## src/rtl/mw_stage_elastic.sv

```systemverilog
// mw_stage_elastic: elastic Memory-Writeback stage with a 2-entry skid buffer, flush and writeback select
module mw_stage_elastic #(
  parameter int V = 128,
  parameter int N = 32,
  parameter int M = 4,
  parameter int L = 4
) (
  input  logic         clk,
  input  logic         rst,
  input  logic         flush,
  input  logic         valid_M,
  output logic         ready_M,
  input  logic         regw_M,
  input  logic         regmem_M,
  input  logic [M-1:0] regScr_M,
  input  logic [N-1:0] ALUrslt_M,
  input  logic [N-1:0] readdata_M,
  input  logic [V-1:0] regVrslt_M,
  input  logic [L-1:0] lanemask_M,
  output logic         valid_W,
  input  logic         ready_W,
  output logic         regw_W,
  output logic         regmem_W,
  output logic [M-1:0] regScr_W,
  output logic [N-1:0] ALUrslt_W,
  output logic [N-1:0] readdata_W,
  output logic [V-1:0] regVrslt_W,
  output logic [L-1:0] lanemask_W,
  output logic [N-1:0] wbdata_W,
  output logic [L-1:0] vwen_W,
  output logic [1:0]   occ
);
  localparam int P = 2 + M + 2*N + V + L;
  typedef enum logic [1:0] {EMPTY, ONE, FULL} state_t;
  state_t state_q, state_d;
  logic [P-1:0] main_q, main_d, skid_q, skid_d, in_p;
  logic acc, pop, regw_s;
  assign in_p    = {regw_M, regmem_M, regScr_M, ALUrslt_M, readdata_M, regVrslt_M, lanemask_M};
  assign ready_M = (state_q != FULL) & ~rst;
  assign valid_W = state_q != EMPTY;
  assign acc     = valid_M & ready_M;
  assign pop     = valid_W & ready_W;
  assign {regw_s, regmem_W, regScr_W, ALUrslt_W, readdata_W, regVrslt_W, lanemask_W} = main_q;
  assign regw_W   = regw_s & valid_W;
  assign wbdata_W = regmem_W ? readdata_W : ALUrslt_W;
  assign vwen_W   = lanemask_W & {L{regw_W}};
  assign occ      = state_q == FULL ? 2'd2 : state_q == ONE ? 2'd1 : 2'd0;
  // next state and payload movement; flush empties the stage and ignores this cycle's handshakes
  always_comb begin
    state_d = state_q;
    main_d  = main_q;
    skid_d  = skid_q;
    if (flush) state_d = EMPTY;
    else
      case (state_q)
        EMPTY: if (acc) begin
          state_d = ONE;
          main_d  = in_p;
        end
        ONE: if (acc && pop) main_d = in_p;
        else if (acc) begin
          state_d = FULL;
          skid_d  = in_p;
        end
        else if (pop) state_d = EMPTY;
        FULL: if (pop) begin
          state_d = ONE;
          main_d  = skid_q;
        end
        default: state_d = EMPTY;
      endcase
  end
  // state and payload registers, cleared on reset
  always_ff @(posedge clk) begin
    if (rst) begin
      state_q <= EMPTY;
      main_q  <= '0;
      skid_q  <= '0;
    end else begin
      state_q <= state_d;
      main_q  <= main_d;
      skid_q  <= skid_d;
    end
  end
endmodule

```

## config.mk

```make
export PLATFORM = sky130hd
export DESIGN_NAME = mw_stage_elastic
export DESIGN_NICKNAME = d
export VERILOG_FILES = /design/src/rtl/mw_stage_elastic.sv
export SDC_FILE = /design/constraint.sdc
export NUM_CORES = 1
export LEC_CHECK = 0
export ABC_AREA = 1
export CAP_MARGIN = 20
export CORE_MARGIN = 1
export CORE_UTILIZATION = 50
export CTS_CLUSTER_DIAMETER = 60
export CTS_CLUSTER_SIZE = 24
export DETAILED_ROUTE_END_ITERATION = 8
export GPL_TIMING_DRIVEN = 1
export MAX_ROUTING_LAYER = met4
export PLACE_DENSITY = 0.89
export SLEW_MARGIN = 5
export SYNTH_ARGS = -nofsm -noshare
export SYNTH_HDL_FRONTEND = slang
export SYNTH_SLANG_ARGS = --single-unit
```

## constraint.sdc

```tcl
create_clock -name clk -period 2.19 [get_ports clk]
set_input_delay 0.3285 -clock clk [delete_from_list [all_inputs] [get_ports clk]]
set_output_delay 0.3285 -clock clk [all_outputs]
set_load 0.01 [all_outputs]
```

# ---- After elaboration in Yosys (flattened, before gate mapping)
# Cells that the tools add are included.
dict set report op_classes {
  bitwise_logic 8
  n_reduce_logical 8
  eq_ne 8
  muxes 13
}
# op n
set ops {}
lappend ops {{$mux 202} 3}
lappend ops {{$pmux 202 s3} 1}
lappend ops {{$mux 32} 1}
lappend ops {{$mux 2} 6}
lappend ops {{$ne 2x2->1 const B} 4}
lappend ops {{$reduce_and 4->1} 2}
lappend ops {{$pmux 2 s3} 1}
lappend ops {{$reduce_and 5->1} 1}
lappend ops {{$and 1x1->1} 4}
lappend ops {{$and 4x4->4} 1}
lappend ops {{$ne 3x3->1 const B} 1}
lappend ops {{$not 1->1} 3}
lappend ops {{$reduce_bool 3->1} 1}
lappend ops {{$eq 2x1->1 const B} 1}
lappend ops {{$eq 2x2->1 const B} 1}
lappend ops {{$logic_not 2->1} 1}
lappend ops {{$ne 2x1->1 const B} 1}
lappend ops {{$reduce_bool 2->1} 1}
lappend ops {{$reduce_or 2->1} 1}
lappend ops {{$logic_and 1x1->1} 1}
lappend ops {{$mux 1} 1}
dict set report word_totals {
  regBits 406
  output_inout_bits 242
  inputBits 207
  word_cells 40
}

# ---- Logic depth before layout (Yosys ltp)
dict set report logic_depth {
  depth_word 6
  ltp_mapped 11
  depth_no_buf 9
}

# ---- Worst setup path before layout
# Ideal clock, no wire load.
dict set report synth_path {
  path_kind {flip-flop to output port}
  startpoint {register main_q[200]}
  endpoint {output wbdata_W[10]}
  setup_slack_ns 0.533
  stages_incl_launch_ff 4
  arrival_time_ns 1.328
  path_buffers 2
  t_required_ns 1.862
  path_cell_list {dfxtp_1 -> clkbuf_1 -> clkbuf_1 -> mux2_2}
}
dict set report synth_between {
  elab_chain_cells 1
}
# element line_no
set synth_lines {}
lappend synth_lines {{start: declaration} 36} ;# logic [P-1:0] main_q, main_d, skid_q, skid_d, in_p;
lappend synth_lines {{start signal: assignment} 81} ;# main_q <= main_d;
lappend synth_lines {{$mux 32} 45} ;# assign wbdata_W = regmem_W ? readdata_W : ALUrslt_W;
lappend synth_lines {{end: declaration} 29} ;# output logic [N-1:0] wbdata_W,
# Every way passes these cells.

# ---- Worst setup path in the final report
dict set report layout_path {
  startpoint {register main_q[200]}
  endpoint {output wbdata_W[25]}
}
# The elaborated chain is that of the path after synthesis.

==> flow_summary.ini <==
[run_status]
status = finished clean

[route]
dr.pass1.iters = 7
remaining_drc_errors = 0
viasPerCell = 5.14
ant_nets = 0
via_count = 19500
routedWlPerCell_um = 15.0
wirelength_um = 56900
drt-initial-drc-count = 1517

[timing]
slew_violations = 0
setup_viol = 0
fmaxAchievable_ghz = 0.467
post-route-min-period_ns = 2.14
rsz0062_at_grt = false
tns_ns = 0
finClkSkew_ns = 0.0165
hold_viol = 0
slew_headroom_pct = 63.0
fin_crit_sh_pct = 97.7
tightest_slew_ns = 0.555

[setup_path]
path_cells = buf_16 -> mux2_2 -> dlygate4sd2_1
slowest_stage = dfxtp_4
cp.arrival_ns = 1.81
path_max_fanout = 7
critPathRequiredTime_ns = 1.86
max_stage_delay_ns = 0.42
cp-end-kind = primary output
worstSetupPathType = reg -> out
cp-start-kind = register

[clock_tree]
numCtsBuffers = 28
root_buffer = clkbuf_16
clock_latency_ns = 0.57
cts_tree = yes
clock-sinks = 406
cts_max_level = 1
cts_buffer_depth = 3
path_clk_slew_ns = 0.09
holdBufCountCts = 0

[global_route]
busiest_layer = met2
grt_overflow_total = 0
antenna_found_initial = 13
grt_usage_pct = 27.1
grt_util_met2_pct = 42.9
grt_pass1_wl_um = 89900
grt_pass1_vias = 17400
grt_use_met1_pct = 32.8
grt_max_degree = 100
grtUsageMet3_pct = 5.23

[pwr]
leakagePower_nw = 11.2
totalPowerFinal_mw = 16.1
peakVddDrop_mv = 0.613
power_density_nw_per_um2 = 643

[die]
floorplan.die_area_um2 = 41500
die_w_um = 204
die_h_um = 204
io-pin-count = 449
num_rows = 73
core_area_um2 = 39900
start_util_pct = 51.0

[synth]
netlist_instances = 3097
avgSynthCellArea_um2 = 6.58
yosysSeqAreaShare_pct = 39.9
syn_area_um2 = 20400
synth.distinct_cells = 22
ys_seq_elements = 406
yosysWarnings = 0
synth_nets = 3304

[place]
place_congestion = 0.911
dp_hpwl_um = 38200
numPortBuffers = 448

[layout]
final_cell_mix = nand2_1 (753), nor2_1 (551), clkdlybuf4s50_1 (409), dfxtp_1 (403), inv_1 (243)
final_common_cell = nand2_1
drive_gt1_share_pct = 5.51
area_delta_synth_final_pct = 22.9
num-fill-cells = 3350
fin_nets = 3436

[run]
maxCapViolCount = 0

[hold_path]
hp-class = in -> reg
[worst max-delay path, delay by kind of cell, from the launching register on]
kind / cells / cell delay (ns)
buf+inv: 2 / 0.49
flops: 1 / 0.42
mux: 1 / 0.32
[what timing repair did]
action,CTS,global route
cloned,1,1
resized for setup,50,20
endpoints found under the hold margin,0,0
pin swaps,1,0
setup buffers,4,0
endpoints found under the setup margin,41,9
[state kept, by name (all words and copies together) (netlist names)]
name and flops:
main_q 202, skid_q 202, state_q 2
[through the flow]
stage / std cells / hold slack [ns] / util [%] / cell area [µm²] / setup WS (ns)
floorplan: 3097 / 0.425 / - / 20400 / 0.533
global placement: 3718 / 0.433 / 60.1 / 24000 / 0.0722
detailed placement: 3718 / 0.441 / 60.1 / 24000 / 0.0524
CTS: 3774 / 0.366 / 62.5 / 25000 / 0.00405
global route: 3788 / 0.384 / 62.7 / 25000 / 0.00348
finish: 3790 / 0.389 / 62.7 / 25000 / 0.0504
[cell usage after synthesis (all sizes together)]
library cell,count,area share [%]
nor2,553,10
mux2,32,1.8
a21oi,236,5.9
o21ai,234,5.8
buf,338,11
nand4,1,0.031
nand2,756,14
o211ai,1,0.037
xor2,1,0.043
dfxtp,406,40
clkbuf,87,1.6
o21bai,1,0.037
inv,248,4.6
nand3,203,5.1
[per-layer routing]
| metal | up-vias | wire (µm) |
|---|---|---|
| met4 | 0 | 2960 |
| met5 | - | 0 |
| met1 | 8783 | 23100 |
| met2 | 788 | 26400 |
| li1 | 9725 | - |
| met3 | 167 | 4470 |
[report_power, final]
group          leakage [nW]  switching, mW  total (mW)  internal (mW)
Sequential             3.30          0.212        7.87           7.66
Clock                 0.465           2.89        5.60           2.70
Combinational          7.40           1.28        2.63           1.35
Total                  11.2           4.38        16.1           11.7
[cell families after synthesis]
family / after synthesis / synth area share, %
simple gates: 1513 / 29.3
buf+inv: 673 / 17.3
flops: 406 / 39.9
compound gates: 472 / 11.7
mux: 32 / 1.77
xor+xnor: 1 / 0.0430
[layout make-up]
type	count	area [µm²]	share of cell area, %
Antenna cell	15	37.5	0.150
Clock inverter	18	206	0.825
Timing Repair Buffer	527	5520	22.1
Sequential cell	406	8140	32.5
Tap cell	525	657	2.63
Inverter	248	951	3.80
Clock buffer	33	751	3.00
Multi-Input combinational cell	2018	8760	35.0
[path summary, 6_finish.rpt]
| path | start | to | slack (ns) | depth (start not counted) |
|---|---|---|---|---|
| worst max register to register | state_q[0] | skid_q[65] | 0.33 | 9 |
| worst max-delay path | main_q[200] | wbdata_W[25] | 0.05 | 3 |
| worst min register to register | skid_q[182] | skid_q[182] | 0.45 | 2 |
| worst min-delay path | readdata_M[14] | skid_q[146] | 0.39 | 3 |
Note: power is estimated with default switching activity, not from simulation.
